==> src/rtl/sdram_arbiter_if.sv <==
// Signal bundle linking the icache (p0) and dcache (p1) miss paths, the arbiter
// and the SDRAM block-transfer controller (mem_*).
interface sdram_arbiter_if #(
  parameter int ADDR_W = 16,
  parameter int DATA_W = 64
);
  logic              p0_req, p1_req;
  logic              p0_we, p1_we;
  logic [ADDR_W-1:0] p0_add, p1_add;
  logic [DATA_W-1:0] p0_wdata, p1_wdata;
  logic              p0_gnt, p1_gnt;
  logic              p0_done, p1_done;
  logic [DATA_W-1:0] rdata;

  logic              mem_req;
  logic              mem_we;
  logic [ADDR_W-1:0] mem_add;
  logic [DATA_W-1:0] mem_wdata;
  logic              mem_ready;
  logic              mem_accept;
  logic              mem_rvalid;
  logic [DATA_W-1:0] mem_rdata;

  // Arbiter side.
  modport slave (
    input  p0_req, p1_req, p0_we, p1_we, p0_add, p1_add, p0_wdata, p1_wdata,
    input  mem_ready, mem_accept, mem_rvalid, mem_rdata,
    output p0_gnt, p1_gnt, p0_done, p1_done, rdata,
    output mem_req, mem_we, mem_add, mem_wdata
  );

  // Cache controllers plus SDRAM controller side.
  modport master (
    output p0_req, p1_req, p0_we, p1_we, p0_add, p1_add, p0_wdata, p1_wdata,
    output mem_ready, mem_accept, mem_rvalid, mem_rdata,
    input  p0_gnt, p1_gnt, p0_done, p1_done, rdata,
    input  mem_req, mem_we, mem_add, mem_wdata
  );
endinterface

==> src/rtl/sdram_arbiter.sv <==
// Two-port arbiter in front of the SDRAM block controller. Define SDRAM_ARB_RR_EN
// for round-robin tie-breaking; otherwise port 1 (dcache) wins every tie.
module sdram_arbiter #(
  parameter int ADDR_W = 16,
  parameter int DATA_W = 64
) (
  input  logic                clk,
  input  logic                rst,
  sdram_arbiter_if.slave      bus
);

  typedef enum logic [1:0] {IDLE, ISSUE, BUSY, DONE} state_t;

  state_t            state_q, state_d;
  logic              owner_q, owner_d;
  logic [1:0]        gnt_q, gnt_d;
  logic [1:0]        done_q, done_d;
  logic              mem_req_q, mem_req_d;
  logic              mem_we_q, mem_we_d;
  logic [ADDR_W-1:0] mem_add_q, mem_add_d;
  logic [DATA_W-1:0] mem_wdata_q, mem_wdata_d;
  logic [DATA_W-1:0] rdata_q, rdata_d;

  logic [1:0]        req;
  logic              winner;

  assign req = {bus.p1_req, bus.p0_req};

`ifdef SDRAM_ARB_RR_EN
  logic ptr_q, ptr_d;

  assign winner = (&req) ? ptr_q : req[1];
  assign ptr_d  = (state_q == DONE) ? ~owner_q : ptr_q;

  always_ff @(posedge clk or negedge rst) begin
    if (!rst) ptr_q <= 1'b0;
    else      ptr_q <= ptr_d;
  end
`else
  assign winner = req[1];
`endif

  always_ff @(posedge clk or negedge rst) begin
    if (!rst) begin
      state_q     <= IDLE;
      owner_q     <= 1'b0;
      gnt_q       <= '0;
      done_q      <= '0;
      mem_req_q   <= 1'b0;
      mem_we_q    <= 1'b0;
      mem_add_q   <= '0;
      mem_wdata_q <= '0;
      rdata_q     <= '0;
    end else begin
      // NOTE: non-blocking so every register samples pre-edge values of the others.
      state_q     <= state_d;
      owner_q     <= owner_d;
      gnt_q       <= gnt_d;
      done_q      <= done_d;
      mem_req_q   <= mem_req_d;
      mem_we_q    <= mem_we_d;
      mem_add_q   <= mem_add_d;
      mem_wdata_q <= mem_wdata_d;
      rdata_q     <= rdata_d;
    end
  end

  always_comb begin
    state_d = state_q;
    case (state_q)
      IDLE:    if (|req) state_d = ISSUE;
      ISSUE:   if (bus.mem_accept) state_d = BUSY;
      BUSY:    if (bus.mem_ready) state_d = DONE;
      DONE:    state_d = IDLE;
      default: state_d = IDLE;
    endcase
  end

  always_comb begin
    // NOTE: hold values assigned up front so no branch leaves a register undriven (no latches).
    owner_d     = owner_q;
    gnt_d       = gnt_q;
    done_d      = '0;
    mem_req_d   = mem_req_q;
    mem_we_d    = mem_we_q;
    mem_add_d   = mem_add_q;
    mem_wdata_d = mem_wdata_q;
    rdata_d     = rdata_q;
    case (state_q)
      IDLE: begin
        if (|req) begin
          owner_d     = winner;
          gnt_d       = winner ? 2'b10 : 2'b01;
          mem_req_d   = 1'b1;
          mem_we_d    = winner ? bus.p1_we    : bus.p0_we;
          mem_add_d   = winner ? bus.p1_add   : bus.p0_add;
          mem_wdata_d = winner ? bus.p1_wdata : bus.p0_wdata;
        end
      end
      // A refresh shows up as mem_ready low with no accept; mem_req simply stays up.
      ISSUE: if (bus.mem_accept) mem_req_d = 1'b0;
      BUSY: begin
        if (bus.mem_rvalid) rdata_d = bus.mem_rdata;
        if (bus.mem_ready)  done_d[owner_q] = 1'b1;
      end
      DONE:    gnt_d = '0;
      default: ;
    endcase
  end

  assign bus.p0_gnt    = gnt_q[0];
  assign bus.p1_gnt    = gnt_q[1];
  assign bus.p0_done   = done_q[0];
  assign bus.p1_done   = done_q[1];
  assign bus.rdata     = rdata_q;
  assign bus.mem_req   = mem_req_q;
  assign bus.mem_we    = mem_we_q;
  assign bus.mem_add   = mem_add_q;
  assign bus.mem_wdata = mem_wdata_q;

endmodule

==> src/flat_wrapper.sv <==
// flat-port wrapper written by rule: the top's interface ports become plain ports
module sdram_arbiter_flat 
#(
  parameter int ADDR_W = 16,
  parameter int DATA_W = 64
)
  (clk, rst, bus_p0_req, bus_p1_req, bus_p0_we, bus_p1_we, bus_p0_add, bus_p1_add, bus_p0_wdata, bus_p1_wdata, bus_mem_ready, bus_mem_accept, bus_mem_rvalid, bus_mem_rdata, bus_p0_gnt, bus_p1_gnt, bus_p0_done, bus_p1_done, bus_rdata, bus_mem_req, bus_mem_we, bus_mem_add, bus_mem_wdata);
  sdram_arbiter_if #(.ADDR_W(ADDR_W), .DATA_W(DATA_W)) bus_i ();
  input  logic clk;
  input  logic rst;
  input wire logic [$bits(bus_i.p0_req)-1:0] bus_p0_req;
  input wire logic [$bits(bus_i.p1_req)-1:0] bus_p1_req;
  input wire logic [$bits(bus_i.p0_we)-1:0] bus_p0_we;
  input wire logic [$bits(bus_i.p1_we)-1:0] bus_p1_we;
  input wire logic [$bits(bus_i.p0_add)-1:0] bus_p0_add;
  input wire logic [$bits(bus_i.p1_add)-1:0] bus_p1_add;
  input wire logic [$bits(bus_i.p0_wdata)-1:0] bus_p0_wdata;
  input wire logic [$bits(bus_i.p1_wdata)-1:0] bus_p1_wdata;
  input wire logic [$bits(bus_i.mem_ready)-1:0] bus_mem_ready;
  input wire logic [$bits(bus_i.mem_accept)-1:0] bus_mem_accept;
  input wire logic [$bits(bus_i.mem_rvalid)-1:0] bus_mem_rvalid;
  input wire logic [$bits(bus_i.mem_rdata)-1:0] bus_mem_rdata;
  output wire logic [$bits(bus_i.p0_gnt)-1:0] bus_p0_gnt;
  output wire logic [$bits(bus_i.p1_gnt)-1:0] bus_p1_gnt;
  output wire logic [$bits(bus_i.p0_done)-1:0] bus_p0_done;
  output wire logic [$bits(bus_i.p1_done)-1:0] bus_p1_done;
  output wire logic [$bits(bus_i.rdata)-1:0] bus_rdata;
  output wire logic [$bits(bus_i.mem_req)-1:0] bus_mem_req;
  output wire logic [$bits(bus_i.mem_we)-1:0] bus_mem_we;
  output wire logic [$bits(bus_i.mem_add)-1:0] bus_mem_add;
  output wire logic [$bits(bus_i.mem_wdata)-1:0] bus_mem_wdata;
  assign bus_i.p0_req = bus_p0_req;
  assign bus_i.p1_req = bus_p1_req;
  assign bus_i.p0_we = bus_p0_we;
  assign bus_i.p1_we = bus_p1_we;
  assign bus_i.p0_add = bus_p0_add;
  assign bus_i.p1_add = bus_p1_add;
  assign bus_i.p0_wdata = bus_p0_wdata;
  assign bus_i.p1_wdata = bus_p1_wdata;
  assign bus_i.mem_ready = bus_mem_ready;
  assign bus_i.mem_accept = bus_mem_accept;
  assign bus_i.mem_rvalid = bus_mem_rvalid;
  assign bus_i.mem_rdata = bus_mem_rdata;
  assign bus_p0_gnt = bus_i.p0_gnt;
  assign bus_p1_gnt = bus_i.p1_gnt;
  assign bus_p0_done = bus_i.p0_done;
  assign bus_p1_done = bus_i.p1_done;
  assign bus_rdata = bus_i.rdata;
  assign bus_mem_req = bus_i.mem_req;
  assign bus_mem_we = bus_i.mem_we;
  assign bus_mem_add = bus_i.mem_add;
  assign bus_mem_wdata = bus_i.mem_wdata;
  sdram_arbiter #(.ADDR_W(ADDR_W), .DATA_W(DATA_W)) u_core (.clk(clk), .rst(rst), .bus(bus_i));
endmodule
==> config.mk <==
export PLATFORM = sky130hd
export DESIGN_NAME = sdram_arbiter_flat
export DESIGN_NICKNAME = d
export VERILOG_FILES = /design/src/rtl/sdram_arbiter_if.sv /design/src/rtl/sdram_arbiter.sv /design/src/flat_wrapper.sv
export SDC_FILE = /design/constraint.sdc
export NUM_CORES = 1
export LEC_CHECK = 0
export BUFFER_PORTS_ARGS = -buffer_cell sky130_fd_sc_hd__buf_2
export CORE_AREA = 5 5 144 146
export CTS_BUF_LIST = sky130_fd_sc_hd__clkbuf_4 sky130_fd_sc_hd__clkbuf_8 sky130_fd_sc_hd__clkbuf_16
export DETAILED_ROUTE_END_ITERATION = 10
export DIE_AREA = 0 0 149 151
export GPL_TIMING_DRIVEN = 1
export PLACE_DENSITY = 0.67
export SETUP_SLACK_MARGIN = 0.05
export SYNTH_ARGS = -nofsm -noshare
export SYNTH_HDL_FRONTEND = slang
export SYNTH_SLANG_ARGS = --single-unit
==> constraint.sdc <==
create_clock -name clk -period 2.06 [get_ports clk]
set_clock_uncertainty 0.05 [all_clocks]
set_input_delay 0.206 -clock clk [delete_from_list [all_inputs] [get_ports clk]]
set_output_delay 0.206 -clock clk [all_outputs]
set_load 0.005 [all_outputs]
==> impl_metrics.csv, run 1 <==
group,metric,value,unit
finish,finish.instance_area,0.0103,mm2
drt,top_layer_used,"met5",
worst_setup_path,slowest_cell_on_the_critical_path,"dfrtp_1",
pwr,sw_frac_of_total,33.2,%
clocking,ctsResizeCount,0,
timing,rsz_0062_raised_after_global_routing,"false",
worst_setup_path,worstPathCellList,"inv_1, ha_1, nor3b_1, nor3_1, mux2_2",
timing,setup_viol,0,
pwr,power.internal,8.97,mW
finish,seqCellArea,0.00383,mm2
timing,layout_setup_ws,248,ps
finish,finalNetCount,1237,
clocking,clock-sinks,153,
worst_setup_path,worstPathMaxFanout,6,
clocking,clk_root_buffer_cell,"clkbuf_16",
clocking,worst_skew_pair.late_latency,410,ps
die,chipWidth,149,um
worst_setup_path,cp_slowest_stage_delay,400,ps
timing,timing_worst_slew_pin_value,481,ps
grt,antenna_violations_before_repair,2,
drt,routed-wl-met2,10100,um
grt,grt_max_degree,101,
clocking,clk_pin_slew_worst_paths,60,ps
timing,drv_slew,0,
timing,slew_headroom,67.9,%
pwr,peakVddDrop,0.000672,V
placement,gp_congestion,0.782,
grt,global_route_wire_length_before_repair,31600,um
hold_path,min_path_cells,3,
finish,fillers,1691,
job,drv.max_cap_violation_count,0,
placement,place_hpwl,14800,um
finish,layout.cells.most_common_list,"380 x buf_2, 153 x dfrtp_1, 90 x dlygate4sd3_1, 82 x mux2i_1, 75 x nand2_1",
clocking,number_of_cts_inserted_buffers,17,
die,design.core.area,0.0193,mm2
clocking,cts_max_level,4,
synth,post_synth_inst_count,527,
synth,synth.net_count,765,
placement,placed_instance_area,0.00883,mm2
pwr,pwr-share-seq,38.9,%
drt,wl_per_cell,15.9,um
finish,fraction_of_final_layout_cells_with_drive_strength_greater_than_1,50.9,%
placement,placement.io_buffers,382,
finish,multi_input_area,0.00253,mm2
finish,final_common_cell,"buf_2",
finish,syn2layout_area_growth,56.7,%
grt,via_count_of_the_first_global_routing_pass,6057,
finish,layout.core_utilization,53.6,%
pwr,power.static_leakage,5.40,nW
synth,synthesis.area,0.00660,mm2
die,pin_count,383,
timing,final_hold_viol_count,0,
clocking,cts_tree,"built",
drt,drt_drc_violations_left,0,
placement,dp_worst_setup_slack,255,ps
worst_setup_path,setup.worst_path.class,"flop to flop",
synth,synth.yosys.warnings,0,
outcome,outcome,"finished, final reports clean",
drt,dr_wl_met3,1820,um
worst_setup_path,worst_ep_arrival_time,2060,ps
drt,firstDrtPassIters,4,
synth,syn_avg_cell_area,12.5,um2
timing,achievable-frequency,552,MHz
synth,netlist-cell-type-count,27,
pwr,power_density,1300,mW/mm2
timing,hold_ws,16.0,ps
clocking,cts.path.max_buffers,2,
drt,post_dr_vias_cell,4.43,
die,chipHeight,151,um
pwr,total_switching_power,4.45,mW
pwr,power,13.4,mW
grt,globalRouteTotalUtil,17.7,%
synth,postSynthRegisterBits,153,
die,floorplan.initialDensity,34.2,%
synth,seq_area_frac_synth,58.0,%
drt,via_count,5659,
timing,post-route-period-util,88.0,%
timing,finalSetupTns,0,ps
drt,initialDrtViolationCount,180,
grt,grt_remaining_overflow,0,
pwr,comb_power_share,37.1,%
pwr,p_clk_share,24.0,%
worst_setup_path,r2r.worst_path.cells,5,
drt,route.antenna.remaining_nets,0,
hold_path,min-delay-path-class,"input pin to flop",
die,die-area,0.0225,mm2
drt,met1Wirelength,7990,um
worst_setup_path,cp-start-kind,"flop",
timing,fin_crit,1810,ps
placement,dp.cells,1155,
die,rows,51,
finish,final_cell_count_no_fill,1278,
worst_setup_path,crit_required,2310,ps
worst_setup_path,timing.critical_path.to_type,"flop",
drt,routed_wl,20400,um
## power groups by stage
stage	logic [mW]	clock network [mW]	registers (mW)
2_1_floorplan	2.43	0	5.39
3_3_place_gp	4.80	0	5.22
3_5_place_dp	4.95	0	5.25
4_1_cts	5.08	3.32	5.21
5_1_grt	5.54	3.44	5.41
6_report	4.98	3.22	5.22
## timing repair
item / CTS / global route
hold buffers: 90 / 0
hold endpoints to repair: 126 / 0
setup buffers: 0 / 0
## layer usage
metal,vias to the layer above,track usage (%)
li1,2770,-
met5,-,0
met3,26,5.77
met4,2,6.09
met1,2612,20.9
met2,249,30.5
## flip-flops by register name (all words and copies together), names as in the netlist
| signal | count |
|---|---|
| u_core.bus.mem_add | 16 |
| u_core.bus.mem_req | 1 |
| u_core.bus.mem_wdata | 64 |
| u_core.bus.mem_we | 1 |
| u_core.bus.rdata | 64 |
| u_core.done_q | 2 |
| u_core.gnt_q | 2 |
| u_core.owner_q | 1 |
| u_core.state_q | 2 |
## cell families after synthesis
kind of cell	count (synthesis)	synth area share, %
AO/OA/AOI/OAI	89	7.68
flip-flops	153	58.0
AND/OR/NAND/NOR	95	6.07
buffers and inverters	38	3.75
multiplexers	147	23.5
adder cells (fa/ha/maj)	5	0.948
## worst paths after layout
path	start	slack, ps	end
worst max-delay path	u_core.state_q[0]$_DFFE_PN0P_	250	u_core.state_q[1]$_DFFE_PN0P_
worst min-delay path	bus_p1_wdata[17]	20	u_core.bus.mem_wdata[17]$_DFFE_PN0P_
worst max register to register	u_core.state_q[0]$_DFFE_PN0P_	250	u_core.state_q[1]$_DFFE_PN0P_
worst min register to register	u_core.owner_q$_DFFE_PN0P_	420	u_core.done_q[0]$_DFF_PN0_
max in group asynchronous	rst	1050	u_core.bus.rdata[62]$_DFFE_PN0P_
min in group asynchronous	rst	240	u_core.bus.rdata[24]$_DFFE_PN0P_
## worst max-delay path: cells and delay by family (launching register included)
kind                     cells  cell delay (ps)
buffers and inverters        1              100
flip-flops                   1              400
multiplexers                 1              360
adder cells (fa/ha/maj)      1              310
AND/OR/NAND/NOR              2              480
## synthesized netlist by cell type, drive strengths merged
| cell type | number | area share (%) |
|---|---|---|
| a22o | 1 | 0.13 |
| a32o | 2 | 0.30 |
| and3 | 1 | 0.095 |
| buf | 25 | 2.7 |
| clkbuf | 9 | 0.85 |
| dfrtp | 153 | 58 |
| ha | 5 | 0.95 |
| inv | 4 | 0.23 |
| mux2 | 65 | 11 |
| mux2i | 82 | 12 |
| nand2 | 85 | 5.2 |
| nor2 | 3 | 0.17 |
| nor2b | 2 | 0.19 |
| nor3 | 1 | 0.076 |
| nor3b | 1 | 0.11 |
| o21a | 1 | 0.11 |
| o21ai | 84 | 7.0 |
| o2bb2ai | 1 | 0.13 |
| or3 | 1 | 0.095 |
| or4 | 1 | 0.11 |
## cell type report
type / count / area share [%]
timing repair buffer: 487 / 29.2
multi-input combinational: 336 / 24.5
clock inverter: 13 / 1.51
tap: 265 / 3.21
antenna: 1 / 0.0242
inverter: 4 / 0.145
sequential: 153 / 37.0
clock buffer: 19 / 4.38
Power figures use the tool's default switching activity.
==> inputs of run 2 (changes only) <==
Settings changed: RECOVER_POWER from default to 50.
==> run 2 against run 1 <==
Register-to-register slack about the same. Sequential share of layout area up 0.35 points. Clock power about the same. Via count up 0.32%. Fmax hardly changed. Worst hold slack is essentially flat. First-iteration DRC count is 4.4% higher. Count of clock-buffer cells in the layout unchanged. Largest cell class unchanged.
==> impl_metrics.csv, run 2 (synthesized netlist as in run 1, its figures left out) <==
group,metric,value,unit
die,pin_count,383,
timing,slew_headroom,15.5,%
placement,place_hpwl,14800,um
job,drv.max_cap_violation_count,0,
clocking,cts_tree,"built",
timing,final_hold_viol_count,0,
hold_path,min-delay-path-class,"input pin to flop",
finish,fillers,1725,
hold_path,min_path_cells,3,
finish,layout.cells.most_common_list,"318 x buf_2, 153 x dfrtp_1, 90 x dlygate4sd3_1, 82 x mux2i_1, 75 x nand2_1",
grt,antenna_violations_before_repair,2,
die,design.core.area,0.0193,mm2
clocking,holdBufCountCts,90,
timing,achievable-frequency,552,MHz
die,floorplan.initialDensity,34.2,%
finish,finalNetCount,1237,
drt,wl_per_cell,16.0,um
clocking,number_of_cts_inserted_buffers,17,
clocking,cts_max_level,4,
grt,grt_max_degree,101,
drt,via_count,5677,
clocking,worst_skew_pair.late_latency,410,ps
clocking,cts.path.max_buffers,2,
die,die-area,0.0225,mm2
timing,finalSetupTns,0,ps
clocking,ctsResizeCount,0,
placement,gp_congestion,0.782,
drt,firstDrtPassIters,4,
hold_path,min_from,"bus_p1_wdata[17]",
hold_path,hold_end,"u_core.bus.mem_wdata[17]$_DFFE_PN0P_",
grt,via_count_of_the_first_global_routing_pass,6057,
die,rows,51,
placement,placement.io_buffers,382,
worst_setup_path,r2r_start,"u_core.state_q[0]$_DFFE_PN0P_",
worst_setup_path,crit_required,2310,ps
worst_setup_path,critical_path.reg2reg.endpoint,"u_core.state_q[1]$_DFFE_PN0P_",
die,chipWidth,149,um
finish,final_cell_count_no_fill,1278,
grt,grt_remaining_overflow,0,
worst_setup_path,regToRegSetupSlack,250,ps
timing,fin_crit,1810,ps
timing,rsz_0062_raised_after_global_routing,"false",
timing,timing_worst_slew_pin_value,1270,ps
die,chipHeight,151,um
drt,routed_wl,20400,um
outcome,outcome,"finished, final reports clean",
timing,drv_slew,0,
clocking,clk_pin_slew_worst_paths,60,ps
worst_setup_path,worst_ep_arrival_time,2060,ps
pwr,power.static_leakage,5.20,nW
grt,globalRouteTotalUtil,17.7,%
placement,dp.cells,1155,
pwr,peakVddDrop,0.000673,V
clocking,post_cts_buffers,0,
clocking,clock-sinks,153,
worst_setup_path,r2r.worst_path.cells,5,
grt,global_route_wire_length_before_repair,31600,um
finish,fraction_of_final_layout_cells_with_drive_strength_greater_than_1,44.7,%
timing,post-route-period-util,88.0,%
drt,initialDrtViolationCount,188,
finish,final_common_cell,"buf_2",
worst_setup_path,timing.critical_path.to_type,"flop",
worst_setup_path,cp-start-kind,"flop",
pwr,power_density,1300,mW/mm2
timing,setup_viol,0,
worst_setup_path,setup.worst_path.class,"flop to flop",
drt,post_dr_vias_cell,4.44,
finish,syn2layout_area_growth,55.2,%
drt,route.antenna.remaining_nets,0,
clocking,clk_root_buffer_cell,"clkbuf_16",
worst_setup_path,worstPathMaxFanout,6,
drt,drt_drc_violations_left,0,
run 2: changes by cell type in the layout (fill, tap and decap cells not counted), sizes merged:
| cell | delta |
|---|---|
| buf | -64 |
| clkbuf | +64 |
run 2: final cells by class:
class | count | area [um2] | area share, %
Timing Repair Buffer | 487 | 2930 | 28.6
Sequential cell | 153 | 3830 | 37.4
Clock inverter | 13 | 156 | 1.53
Clock buffer | 19 | 453 | 4.42
Antenna cell | 1 | 2.50 | 0.0244
Multi-Input combinational cell | 336 | 2530 | 24.7
Inverter | 4 | 15.0 | 0.147
Tap cell | 265 | 332 | 3.24
run 2: metrics by stage:
stage | total power, mW | util [%] | area [um2] | setup WS, ps | hold WS [ps]
final | 13.3 | 53.1 | 10200 | 248 | 15.9
after global routing | 14.3 | 53.1 | 10200 | 97.8 | 5.53
after global placement | 10.0 | 45.8 | 8830 | 314 | 134
after detailed placement | 10.2 | 45.8 | 8830 | 255 | 136
after floorplan | 7.82 | - | 6600 | 448 | -140
after CTS | 13.6 | 53.6 | 10300 | 232 | 0.00111
run 2: power breakdown:
group          switching, mW  internal [mW]
Sequential             0.747           4.49
Combinational           2.40           2.43
Clock                   1.33           1.89
Total                   4.47           8.81
run 2: worst max path at each step:
| stage | startpoint | endpoint | cells after the start |
|---|---|---|---|
| floorplan | u_core.state_q[0]$_DFFE_PN0P_ | u_core.state_q[1]$_DFFE_PN0P_ | 5 |
| global placement | u_core.state_q[0]$_DFFE_PN0P_ | u_core.state_q[1]$_DFFE_PN0P_ | 5 |
| detailed placement | u_core.state_q[0]$_DFFE_PN0P_ | u_core.state_q[1]$_DFFE_PN0P_ | 5 |
| CTS | u_core.state_q[0]$_DFFE_PN0P_ | u_core.state_q[1]$_DFFE_PN0P_ | 5 |
| global route | rst | u_core.bus.mem_wdata[11]$_DFFE_PN0P_ | 3 |
| finish | u_core.state_q[0]$_DFFE_PN0P_ | u_core.state_q[1]$_DFFE_PN0P_ | 5 |
run 2: routing by layer:
metal | up-vias | track usage [%] | part of all wire (%)
li1 | 2772 | - | -
met1 | 2624 | 20.9 | 39
met4 | 2 | 6.09 | 2.0
met3 | 26 | 5.77 | 9.0
met2 | 253 | 30.5 | 49
met5 | - | 0 | 0.064
run 2: critical path: stages (launching register included):
cell	delay, ps
dfrtp_1	400
inv_1	100
ha_1	310
nor3b_1	190
nor3_1	290
mux2_2	360
==> inputs of run 3 (changes only) <==
Settings changed: CORE_AREA 5 5 144 146 to default, CORE_MARGIN from default to 5, CORE_UTILIZATION from default to 25, DIE_AREA 0 0 149 151 to default, PLACE_DENSITY 0.67 to 0.53, RECOVER_POWER 50 to 100, SKIP_CTS_REPAIR_TIMING from default to 1.
==> run 3 against run 2 <==
Power is 2.9% lower. Sequential power about the same. Critical path depth stayed put. Sequential share of layout area grew 1.1 points. Count of clock-buffer cells in the layout down 2. Clock power shrank 2%. First-iteration DRC count is 18% higher. Sequential cell count stayed put. Non-clock buffer count fell by 25. Final cell count grew 3.4%. Combinational power decreased by 7.5%. Fmax is 0.78% higher.
==> impl_metrics.csv, run 3 (synthesized netlist as in run 1, its figures left out) <==
group,metric,value,unit
job,drv.max_cap_violation_count,0,
pwr,pwr-share-seq,40.9,%
placement,gp_congestion,0.793,
timing,rsz_0062_raised_after_global_routing,"false",
clocking,worst_skew_pair.late_latency,410,ps
clocking,number_of_cts_inserted_buffers,17,
worst_setup_path,worst_ep_arrival_time,2050,ps
finish,fraction_of_final_layout_cells_with_drive_strength_greater_than_1,37.9,%
drt,drt_drc_violations_left,0,
placement,place_hpwl,15600,um
timing,final_hold_viol_count,0,
die,pin_count,383,
finish,fillers,2641,
pwr,power,12.9,mW
drt,route.antenna.remaining_nets,0,
worst_setup_path,worstPathCellList,"inv_1, ha_1, nor3b_1, nor3_1, mux2_2",
finish,layout.core_utilization,38.2,%
pwr,comb_power_share,34.7,%
drt,via_count,5413,
drt,wl_per_cell,15.5,um
outcome,outcome,"finished, final reports clean",
pwr,power.internal,8.47,mW
worst_setup_path,setup.worst_path.class,"flop to flop",
drt,initialDrtViolationCount,221,
die,die-area,0.0297,mm2
finish,final_common_cell,"buf_2",
timing,fin_crit,1800,ps
worst_setup_path,worstPathMaxFanout,6,
worst_setup_path,crit_required,2310,ps
finish,syn2layout_area_growth,50.9,%
grt,via_count_of_the_first_global_routing_pass,5368,
grt,global_route_wire_length_before_repair,28900,um
pwr,p_clk_share,24.4,%
die,chipHeight,172,um
grt,antenna_violations_before_repair,2,
drt,routed_wl,20500,um
clocking,clk_root_buffer_cell,"clkbuf_16",
worst_setup_path,cp-start-kind,"flop",
placement,placement.io_buffers,382,
timing,drv_slew,0,
die,floorplan.initialDensity,25.3,%
clocking,cts_max_level,4,
timing,achievable-frequency,556,MHz
timing,timing_worst_slew_pin_value,1190,ps
worst_setup_path,timing.critical_path.to_type,"flop",
worst_setup_path,cp_slowest_stage_delay,400,ps
worst_setup_path,critPathTopFamily,"simple AND/OR/NAND/NOR gates",
finish,finalNetCount,1212,
grt,grt_max_degree,65,
timing,setup_viol,0,
timing,slew_headroom,20.4,%
clocking,clk_pin_slew_worst_paths,70,ps
clocking,cts_tree,"built",
hold_path,min-delay-path-class,"input pin to flop",
finish,layout.cells.most_common_list,"252 x buf_2, 153 x dfrtp_1, 128 x clkbuf_1, 83 x nand2_1, 82 x mux2i_1",
pwr,power.static_leakage,4.86,nW
clocking,cts.path.max_buffers,2,
die,chipWidth,172,um
grt,globalRouteTotalUtil,12.5,%
pwr,sw_frac_of_total,34.3,%
grt,grt_remaining_overflow,0,
pwr,total_switching_power,4.43,mW
worst_setup_path,slowest_cell_on_the_critical_path,"dfrtp_1",
clocking,clock-sinks,153,
worst_setup_path,regToRegSetupSlack,260,ps
timing,post-route-period-util,87.3,%
timing,finalSetupTns,0,ps
pwr,peakVddDrop,0.000599,V
drt,post_dr_vias_cell,4.09,
pwr,power_density,1300,mW/mm2
worst_setup_path,cp_num_buf_inv,1,
drt,firstDrtPassIters,4,
die,rows,59,
die,design.core.area,0.0261,mm2
[run 3: metal layers]
| layer | share of wire (%) | up-vias | GRT usage, % | routed length (um) |
|---|---|---|---|---|
| li1 | - | 2724 | - | - |
| met1 | 40 | 2426 | 14.9 | 8150 |
| met2 | 48 | 251 | 21.1 | 9950 |
| met3 | 11 | 10 | 5.03 | 2260 |
| met4 | 0.78 | 2 | 3.08 | 161 |
| met5 | 0.063 | - | 0 | 13 |
[run 3: stage by stage]
step | std cells | hold WS, ps | setup slack, ps | area (um2)
2_1_floorplan | 527 | -140 | 448 | 6600
3_3_place_gp | 1222 | 121 | 314 | 8880
3_5_place_dp | 1222 | 122 | 275 | 8880
4_1_cts | 1253 | -335 | 262 | 9460
5_1_grt | 1322 | -0.873 | 94.5 | 9950
6_report | 1322 | 14.0 | 261 | 9950
[run 3: power groups by stage]
stage               Combinational, mW  Clock, mW  Sequential (mW)
finish                           4.47       3.15             5.27
global route                     5.10       3.42             5.47
CTS                              4.93       3.29             5.25
detailed placement               4.95          0             5.28
global placement                 4.83          0             5.27
floorplan                        2.43          0             5.39
[run 3: worst paths after layout]
path,start,to,cells after the start
worst max-delay path,u_core.state_q[0]$_DFFE_PN0P_,u_core.state_q[1]$_DFFE_PN0P_,5
worst min-delay path,bus_p0_wdata[18],u_core.bus.mem_wdata[18]$_DFFE_PN0P_,3
worst max register to register,u_core.state_q[0]$_DFFE_PN0P_,u_core.state_q[1]$_DFFE_PN0P_,5
worst min register to register,u_core.owner_q$_DFFE_PN0P_,u_core.done_q[0]$_DFF_PN0_,1
max in group asynchronous,rst,u_core.bus.rdata[51]$_DFFE_PN0P_,3
min in group asynchronous,rst,u_core.bus.rdata[10]$_DFFE_PN0P_,2
[run 3: worst reg2reg max path, delay by kind of cell, from the launching register on]
kind | cells | cell delay, ps
buffers and inverters | 1 | 100
muxes | 1 | 370
and+or+nand+nor | 2 | 470
DFF | 1 | 400
adders and majority gates | 1 | 300
[run 3: final cells by class]
cell class	instances	area, um2	area share, %
clock inverter	14	160	1.61
antenna	1	2.50	0.0251
timing repair buffer	462	2600	26.1
tap	335	419	4.21
multi-input combinational	336	2510	25.2
sequential	153	3830	38.5
inverter	4	15.0	0.151
clock buffer	17	425	4.27
